**src/rtl/dmem_arb_pkg.sv**
```systemverilog
// Shared definitions for the two-port data-memory arbiter: FSM encodings,
// port indices and the alignment helper.
package dmem_arb_pkg;

  typedef enum logic [1:0] {
    IDLE   = 2'b00,
    ACCESS = 2'b01,
    RESP   = 2'b10
  } state_e;

  localparam logic PORT_CPU = 1'b0;
  localparam logic PORT_AUX = 1'b1;

  function automatic logic misaligned(input logic [1:0] byte_off);
    return byte_off != 2'b00;
  endfunction

endpackage

```
**src/rtl/dmem_arb_grant.sv**
```systemverilog
// Combinational grant selection between the CPU and loader/debug ports.
// DMEM_ARB_RR_EN selects round-robin on contention; otherwise the CPU always wins.
module dmem_arb_grant
  import dmem_arb_pkg::*;
(
  input  logic [1:0] valid_i,
  input  logic       last_grant_i,
  output logic [1:0] grant_o
);

`ifndef DMEM_ARB_RR_EN
  logic unused_last_grant;
  assign unused_last_grant = last_grant_i;
`endif

  // A lone requester always wins; contention is the only mode-dependent case.
  always_comb begin
    grant_o = 2'b00;
    case (valid_i)
      2'b01:   grant_o = 2'b01;
      2'b10:   grant_o = 2'b10;
      2'b11: begin
`ifdef DMEM_ARB_RR_EN
        if (last_grant_i == PORT_CPU) begin
          grant_o = 2'b10;
        end else begin
          grant_o = 2'b01;
        end
`else
        grant_o = 2'b01;
`endif
      end
      default: grant_o = 2'b00;
    endcase
  end

endmodule

```
**src/rtl/dmem_arbiter.sv**
```systemverilog
// Two-port data-memory arbiter: one transaction at a time through IDLE/ACCESS/RESP.
// Build with DMEM_ARB_RR_EN for round-robin arbitration (default: fixed CPU priority).
module dmem_arbiter
  import dmem_arb_pkg::*;
#(
  parameter int ADDR_W = 32,
  parameter int DATA_W = 32
) (
  input  logic              clk,
  input  logic              rst,
  input  logic              req0_valid,
  input  logic              req0_write,
  input  logic [ADDR_W-1:0] req0_addr,
  input  logic [DATA_W-1:0] req0_wdata,
  output logic              req0_ready,
  output logic              rsp0_valid,
  output logic [DATA_W-1:0] rsp0_rdata,
  output logic              rsp0_err,
  input  logic              req1_valid,
  input  logic              req1_write,
  input  logic [ADDR_W-1:0] req1_addr,
  input  logic [DATA_W-1:0] req1_wdata,
  output logic              req1_ready,
  output logic              rsp1_valid,
  output logic [DATA_W-1:0] rsp1_rdata,
  output logic              rsp1_err,
  output logic              mem_read,
  output logic              mem_write,
  output logic [ADDR_W-1:0] mem_address,
  output logic [DATA_W-1:0] mem_write_data,
  input  logic [DATA_W-1:0] mem_read_data
);

  state_e            state_q;
  logic              port_q;
  logic              write_q;
  logic              err_q;
  logic              mem_read_q;
  logic              mem_write_q;
  logic [ADDR_W-1:0] mem_address_q;
  logic [DATA_W-1:0] mem_write_data_q;
  logic [1:0]        rsp_valid_q;
  logic [1:0]        rsp_err_q;
  logic [DATA_W-1:0] rsp_rdata_q [2];

  logic [1:0]        grant_s;
  logic              last_grant_s;
  logic              accept_s;
  logic              acc_port_s;
  logic              acc_write_s;
  logic              acc_err_s;
  logic [ADDR_W-1:0] acc_addr_s;
  logic [DATA_W-1:0] acc_wdata_s;

`ifdef DMEM_ARB_RR_EN
  logic last_grant_q;
  assign last_grant_s = last_grant_q;
`else
  assign last_grant_s = PORT_AUX;
`endif

  dmem_arb_grant u_grant (
    .valid_i      ({req1_valid, req0_valid}),
    .last_grant_i (last_grant_s),
    .grant_o      (grant_s)
  );

  assign accept_s    = (state_q == IDLE) && (grant_s != 2'b00);
  assign acc_port_s  = grant_s[PORT_AUX];
  assign acc_write_s = acc_port_s ? req1_write : req0_write;
  assign acc_addr_s  = acc_port_s ? req1_addr  : req0_addr;
  assign acc_wdata_s = acc_port_s ? req1_wdata : req0_wdata;
  assign acc_err_s   = misaligned(acc_addr_s[1:0]);

  // Ready is held low during reset so nothing appears accepted while the block is cleared.
  assign req0_ready = ~rst & (state_q == IDLE) & grant_s[PORT_CPU];
  assign req1_ready = ~rst & (state_q == IDLE) & grant_s[PORT_AUX];

  assign mem_read       = mem_read_q;
  assign mem_write      = mem_write_q;
  assign mem_address    = mem_address_q;
  assign mem_write_data = mem_write_data_q;
  assign rsp0_valid     = rsp_valid_q[PORT_CPU];
  assign rsp1_valid     = rsp_valid_q[PORT_AUX];
  assign rsp0_err       = rsp_err_q[PORT_CPU];
  assign rsp1_err       = rsp_err_q[PORT_AUX];
  assign rsp0_rdata     = rsp_rdata_q[PORT_CPU];
  assign rsp1_rdata     = rsp_rdata_q[PORT_AUX];

  // Transaction FSM; memory strobes and responses are single-cycle registered pulses.
  always_ff @(posedge clk or posedge rst) begin
    if (rst) begin
      state_q          <= IDLE;
      port_q           <= 1'b0;
      write_q          <= 1'b0;
      err_q            <= 1'b0;
      mem_read_q       <= 1'b0;
      mem_write_q      <= 1'b0;
      mem_address_q    <= '0;
      mem_write_data_q <= '0;
      rsp_valid_q      <= 2'b00;
      rsp_err_q        <= 2'b00;
      rsp_rdata_q[0]   <= '0;
      rsp_rdata_q[1]   <= '0;
`ifdef DMEM_ARB_RR_EN
      last_grant_q     <= PORT_AUX;
`endif
    end else begin
      mem_read_q       <= 1'b0;
      mem_write_q      <= 1'b0;
      mem_address_q    <= '0;
      mem_write_data_q <= '0;
      rsp_valid_q      <= 2'b00;
      rsp_err_q        <= 2'b00;
      rsp_rdata_q[0]   <= '0;
      rsp_rdata_q[1]   <= '0;
      case (state_q)
        IDLE: begin
          if (accept_s) begin
            state_q          <= ACCESS;
            port_q           <= acc_port_s;
            write_q          <= acc_write_s;
            err_q            <= acc_err_s;
            mem_address_q    <= acc_addr_s;
            mem_write_data_q <= acc_wdata_s;
            mem_read_q       <= ~acc_write_s & ~acc_err_s;
            mem_write_q      <= acc_write_s & ~acc_err_s;
`ifdef DMEM_ARB_RR_EN
            last_grant_q     <= acc_port_s;
`endif
          end else begin
            state_q <= IDLE;
          end
        end
        ACCESS: begin
          state_q             <= RESP;
          rsp_valid_q[port_q] <= 1'b1;
          rsp_err_q[port_q]   <= err_q;
          if (!write_q && !err_q) begin
            rsp_rdata_q[port_q] <= mem_read_data;
          end else begin
            rsp_rdata_q[port_q] <= '0;
          end
        end
        RESP:    state_q <= IDLE;
        default: state_q <= IDLE;
      endcase
    end
  end

endmodule

```
**config.mk**
```make
export PLATFORM = sky130hd
export DESIGN_NAME = dmem_arbiter
export DESIGN_NICKNAME = d
export VERILOG_FILES = /design/src/rtl/dmem_arb_pkg.sv /design/src/rtl/dmem_arb_grant.sv /design/src/rtl/dmem_arbiter.sv
export SDC_FILE = /design/constraint.sdc
export NUM_CORES = 1
export LEC_CHECK = 0
export ABC_AREA = 1
export BUFFER_PORTS_ARGS = -buffer_cell sky130_fd_sc_hd__buf_2
export CAP_MARGIN = 0
export CELL_PAD_IN_SITES_DETAIL_PLACEMENT = 0
export CELL_PAD_IN_SITES_GLOBAL_PLACEMENT = 1
export CORE_UTILIZATION = 32
export DETAILED_ROUTE_END_ITERATION = 7
export HOLD_SLACK_MARGIN = 0.15
export PLACE_DENSITY = 0.8
export SLEW_MARGIN = 20
export SYNTH_ARGS = -nofsm -noshare
export SYNTH_HDL_FRONTEND = slang
export SYNTH_HIERARCHICAL = 1
export SYNTH_SLANG_ARGS = --single-unit
export TNS_END_PERCENT = 10
```
**constraint.sdc**
```tcl
create_clock -name clk -period 4.9 [get_ports clk]
set_input_delay 0.49 -clock clk [delete_from_list [all_inputs] [get_ports clk]]
set_output_delay 0.49 -clock clk [all_outputs]
set_load 0.05 [all_outputs]
```
# After elaboration in Yosys (flattened, before gate mapping)
# Index checks and enable logic that the tools add are counted.
# op_classes
add_sub_neg	0
mul	0
div	0
order_cmp	4
eq_ne	4
shift	0
muxes	22
bitwise	11
reduce_logical	11
# op_table
op	count
32-bit 2-to-1 mux	7
64-bit 2-to-1 mux	2
64-bit AND	1
32-bit demux with 1-bit select	1
2-bit case mux with 2 select lines	2
1-bit 2-to-1 mux	7
1-bit AND	5
2-bit by 1-bit equality test with 1-bit output, second input constant	2
2-bit equality test, second input constant	2
1-bit logical AND	4
2-bit 2-to-1 mux	2
2-bit nonzero test	2
1-bit NOT	3
2-bit AND	1
2-bit >= comparator, second input constant	1
1-bit zero test	2
2-bit zero test	1
1-bit by 2-bit less-than comparator with 1-bit output, second input constant	1
2-bit by 1-bit less-than comparator with 1-bit output, second input constant	1
1-bit NOT with 2-bit output	1
2-bit AND reduction	1
2-bit OR reduction	1
1-bit demux with 1-bit select	1
1-bit >= comparator, second input constant	1
# totals
regBits	139
latch_bits	0
ramBits	0
rom_bits	0
out_inout_bits	136
word_cells	64
mem_count	0

# Logic depth before layout (Yosys ltp)
# depth
depth_word	9
depth_mapped	9
ltp_nobuf	8

# Hierarchy
# The synthesis kept the hierarchy.
# by_module_without_submodules
mod	instances	cells_per_inst	area_per_inst_um2	seq_area_each_um2
dmem_arbiter	1	504	5312.6	3478.3
dmem_arb_grant	1	3	11.3	0.0

# Worst setup path after synthesis
# No wires, ideal clock.
# synth_path
path_kind	input -> output
from	input req1_valid
to	output req1_ready
t_arrival_ns	1.796
slack_ns	2.614
cell_stages	6
path_buffers	2
cell_sequence	inv_1 > nor2_1 > buf_4 > buf_2 > nand2_1 > nor2_1
# synth_via
elab_chain_cells	4
word_cells_on_any_way	6
classes_between	eq/ne (3); mux (1); bitwise (1); reduce/logical (1)
# synth_rtl
element	line	source
start: declaration	dmem_arbiter.sv:19	input logic req1_valid,
2-bit by 1-bit equality test with 1-bit output or 2-bit equality test (tied branches)	dmem_arb_grant.sv:19	case (valid_i)
2-bit OR reduction (no source line)	--	
2-bit case mux with 2 select lines *	dmem_arb_grant.sv:19	
named net grant_s[1]	dmem_arbiter.sv:46	logic [1:0] grant_s;
1-bit AND *	dmem_arbiter.sv:77	assign req1_ready = ~rst & (state_q == IDLE) & grant_s[PORT_AUX];
end: declaration	dmem_arbiter.sv:23	output logic req1_ready,
# Mark *: on every way through the listed nets, which the timed path passes. The rest lies on a longest branch.

# Worst setup path after layout
# layout_path
from	input req0_valid
to	register write_q
# layout_via
elab_chain_cells	6
word_cells_on_any_way	9
classes_between	eq/ne (3); mux (2); reduce/logical (4)
# layout_rtl
element	line	source
start: declaration	dmem_arbiter.sv:11	input logic req0_valid,
2-bit by 1-bit equality test with 1-bit output or 2-bit equality test (tied branches)	dmem_arb_grant.sv:19	
2-bit OR reduction (no source line)	--	
2-bit case mux with 2 select lines *	dmem_arb_grant.sv:19	
named net grant_s[1]	dmem_arbiter.sv:46	
2-bit nonzero test	dmem_arbiter.sv:68	assign accept_s = (state_q == IDLE) && (grant_s != 2'b00);
1-bit logical AND	dmem_arbiter.sv:68	
2-bit AND reduction (no source line)	--	
end signal: assignment	dmem_arbiter.sv:122	write_q <= acc_write_s;
end: declaration	dmem_arbiter.sv:36	logic write_q;
# Marks and branches as above.
# A chain may end at the register's enable or synchronous reset.

==> flow_summary_export.csv <==
group,metric,value,unit
routing,drc,0,
finish,final_util,46.63,%
global_route,grt_max_degree,112,
worst_setup_path,reg2reg_depth,6,
cts,path_clk_slew,0.06,ns
flow_run,cap_violations,0,
sta,finClkSkew,0.008775,ns
power_and_ir_drop,ir_drop,228.8,uV
routing,finalWirelength,14970,um
global_route,antenna_found_initial,1,
routing,wl_per_cell,14.59,um
cts,cts_hold_buffers,0,
placement,io_buffer_count,301,
worst_setup_path,critPathSlowestCell,"clkinv_2",
worst_setup_path,end_kind,"register",
finish,area_delta_synth_final,40.76,%
cts,cts_tree,"done",
sta,min_period_over_period,53.27,%
synth,synth_warnings,6,
floorplanning,dieWidth,130.9,um
worst_setup_path,critPathTopFamily,"buffers and inverters",
finish,final_nets,962,
outcome,status,"finished clean",
worst_setup_path,r2r-start,"state_q[1]",
worst_setup_path,reg2reg_to,"mem_address[31]",
worst_setup_path,crit_buf_inv,3,
worst_setup_path,cp_max_fo,67,
floorplanning,ios,302,
synth,syn_nets,672,
sta,relSlewSlack,36.02,%
worst_setup_path,cp_common_cell,"nand2_1",
hold_path,hold_class,"in -> async",
worst_setup_path,slowest_delay,0.94,ns
global_route,grt_pass1_wl,22670,um
routing,vias_per_cell,4.376,
sta,final.setup.worst_slack,2.290,ns
finish,fill_cells,1559,
sta,hold_violations,0,
floorplanning,placementRows,46,
routing,num_vias,4490,
finish,drive_above_1_share,48.70,%
routing,drt_iter0_markers,190,
sta,rsz0062_at_grt,"no",
floorplanning,coreArea,16060,um2
sta,finalCriticalPeriod,2.610,ns
synth,synth.avg_cell_area,10.51,um2
sta,drv_slew,0,
sta,setup-violations-final,0,
worst_setup_path,crit_chain,"buf_2 > nor2_4 > buf_4 > clkinv_2 > nand2_1 > nand2_1 > nand2_1 > o21ai_0",
cts,htree_num_levels,4,
routing,ant_nets,0,
synth,synth_cells,506,
worst_setup_path,start_kind,"input pin",
floorplanning,die_area,17150,um2
sta,finalSetupTns,0,ns
floorplanning,initial_core_util,33.13,%
cts,clk-insertion-delay-late,0.42,ns
sta,worstMarginPinSlew,0.9597,ns
cts,numCtsBuffers,17,
global_route,grt_pass1_vias,4428,
worst_setup_path,ff2ff_setup_slack,2.67,ns
cts,cts_setup_buffers,0,
synth,syn_area,5320,um2
worst_setup_path,crit_arrival,2.90,ns
placement,dp_hpwl,10360,um
placement,dp_worst_setup_slack,2.300,ns
global_route,grt-ovfl-total,0,
cts,cts-root-buf,"clkbuf_16",
cts,clk_path_buf_depth,2,
placement,gp_congestion,0.7393,
floorplanning,die-height,130.9,um
global_route,grt.total_usage,17.85,%
worst_setup_path,cp.required,5.19,ns
power_and_ir_drop,total_leakage_power,4.267,nW
cts,cts_sinks,139,
cts,cts_resized,0,
sta,fmax,0.3831,GHz
routing,drtPass1Iterations,4,
power_and_ir_drop,cellPowerDensity,541.4,nW/um2
worst_setup_path,path_class,"in -> reg",
worst reg2reg max path: cells and delay by family, from the launching register on:
kind | cells | cell delay (ns)
buf+inv | 3 | 1.37
flops | 1 | 0.40
simple gates | 2 | 0.24
compound gates | 1 | 0.15
flip-flops by register name (all words and copies together) (netlist names), 2 cells and up:
signal and cells:
rsp0_rdata 32, mem_address 32, state_q 2, mem_write_data 32, rsp1_rdata 32, rsp_err_q 2
rsp_valid_q 2
power breakdown:
part,internal [W],switching (W),total (W)
Clock,0.000728,0.000499,0.00123
Sequential,0.00134,0.0000548,0.00139
Combinational,0.000283,0.00115,0.00143
Total,0.00235,0.00170,0.00405
per-stage QoR:
step | power, W | hold WS [ns] | cell area (um2) | instances
floorplan | 0.002540 | 0.4489 | 5320 | 506
global placement | 0.002865 | 0.4684 | 6913 | 993
detailed placement | 0.002871 | 0.4739 | 6913 | 993
CTS | 0.004116 | 0.2909 | 7485 | 1025
global route | 0.004265 | 0.2993 | 7488 | 1026
finish | 0.004054 | 0.3110 | 7488 | 1026
final cells by class:
class	instances	area (um2)	area share, %
diodes	1	2.502	0.03342
inverters	47	183.9	2.456
well taps	216	270.3	3.609
clock buffers	20	456.7	6.099
flip-flops and latches	139	3478	46.45
repair buffers	305	1536	20.52
clock inverters	12	115.1	1.537
multi-input cells	286	1445	19.30
routing by layer:
metal	GRT usage (%)	wire length [um]	vias up
li1	-	-	2173
met1	19.91	5661	2087
met2	30.10	7584	206
met3	6.718	1389	24
met4	8.452	331	0
met5	0	0	-
how the worst max path moves through the flow:
stage / startpoint / to / slack [ns] / cells after the start
2_1_floorplan: rst / err_q / 0.69 / 1
3_5_place_dp: req0_valid / write_q / 2.30 / 8
5_1_grt: req0_valid / err_q / 2.06 / 9
4_1_cts: req0_valid / req1_ready / 2.54 / 6
6_report: req0_valid / write_q / 2.29 / 8
3_3_place_gp: req0_valid / err_q / 2.30 / 9
layout by cell type, fill, tap and decap left out:
master / n
nor3_1: 64
o21ai_0: 2
a21oi_2: 50
buf_4: 4
inv_6: 2
buf_2: 301
diode_2: 1
nor2_4: 2
dfrtp_1: 139
clkinvlp_4: 6
nor2_1: 11
a21oi_1: 12
bufinv_16: 1
nand2_2: 3
clkinv_2: 3
clkbuf_16: 17
nand2_1: 141
nand3_1: 1
inv_1: 44
clkbuf_8: 2
clkinv_4: 3
clkbuf_1: 1
Note: power is estimated with default switching activity, not from simulation.
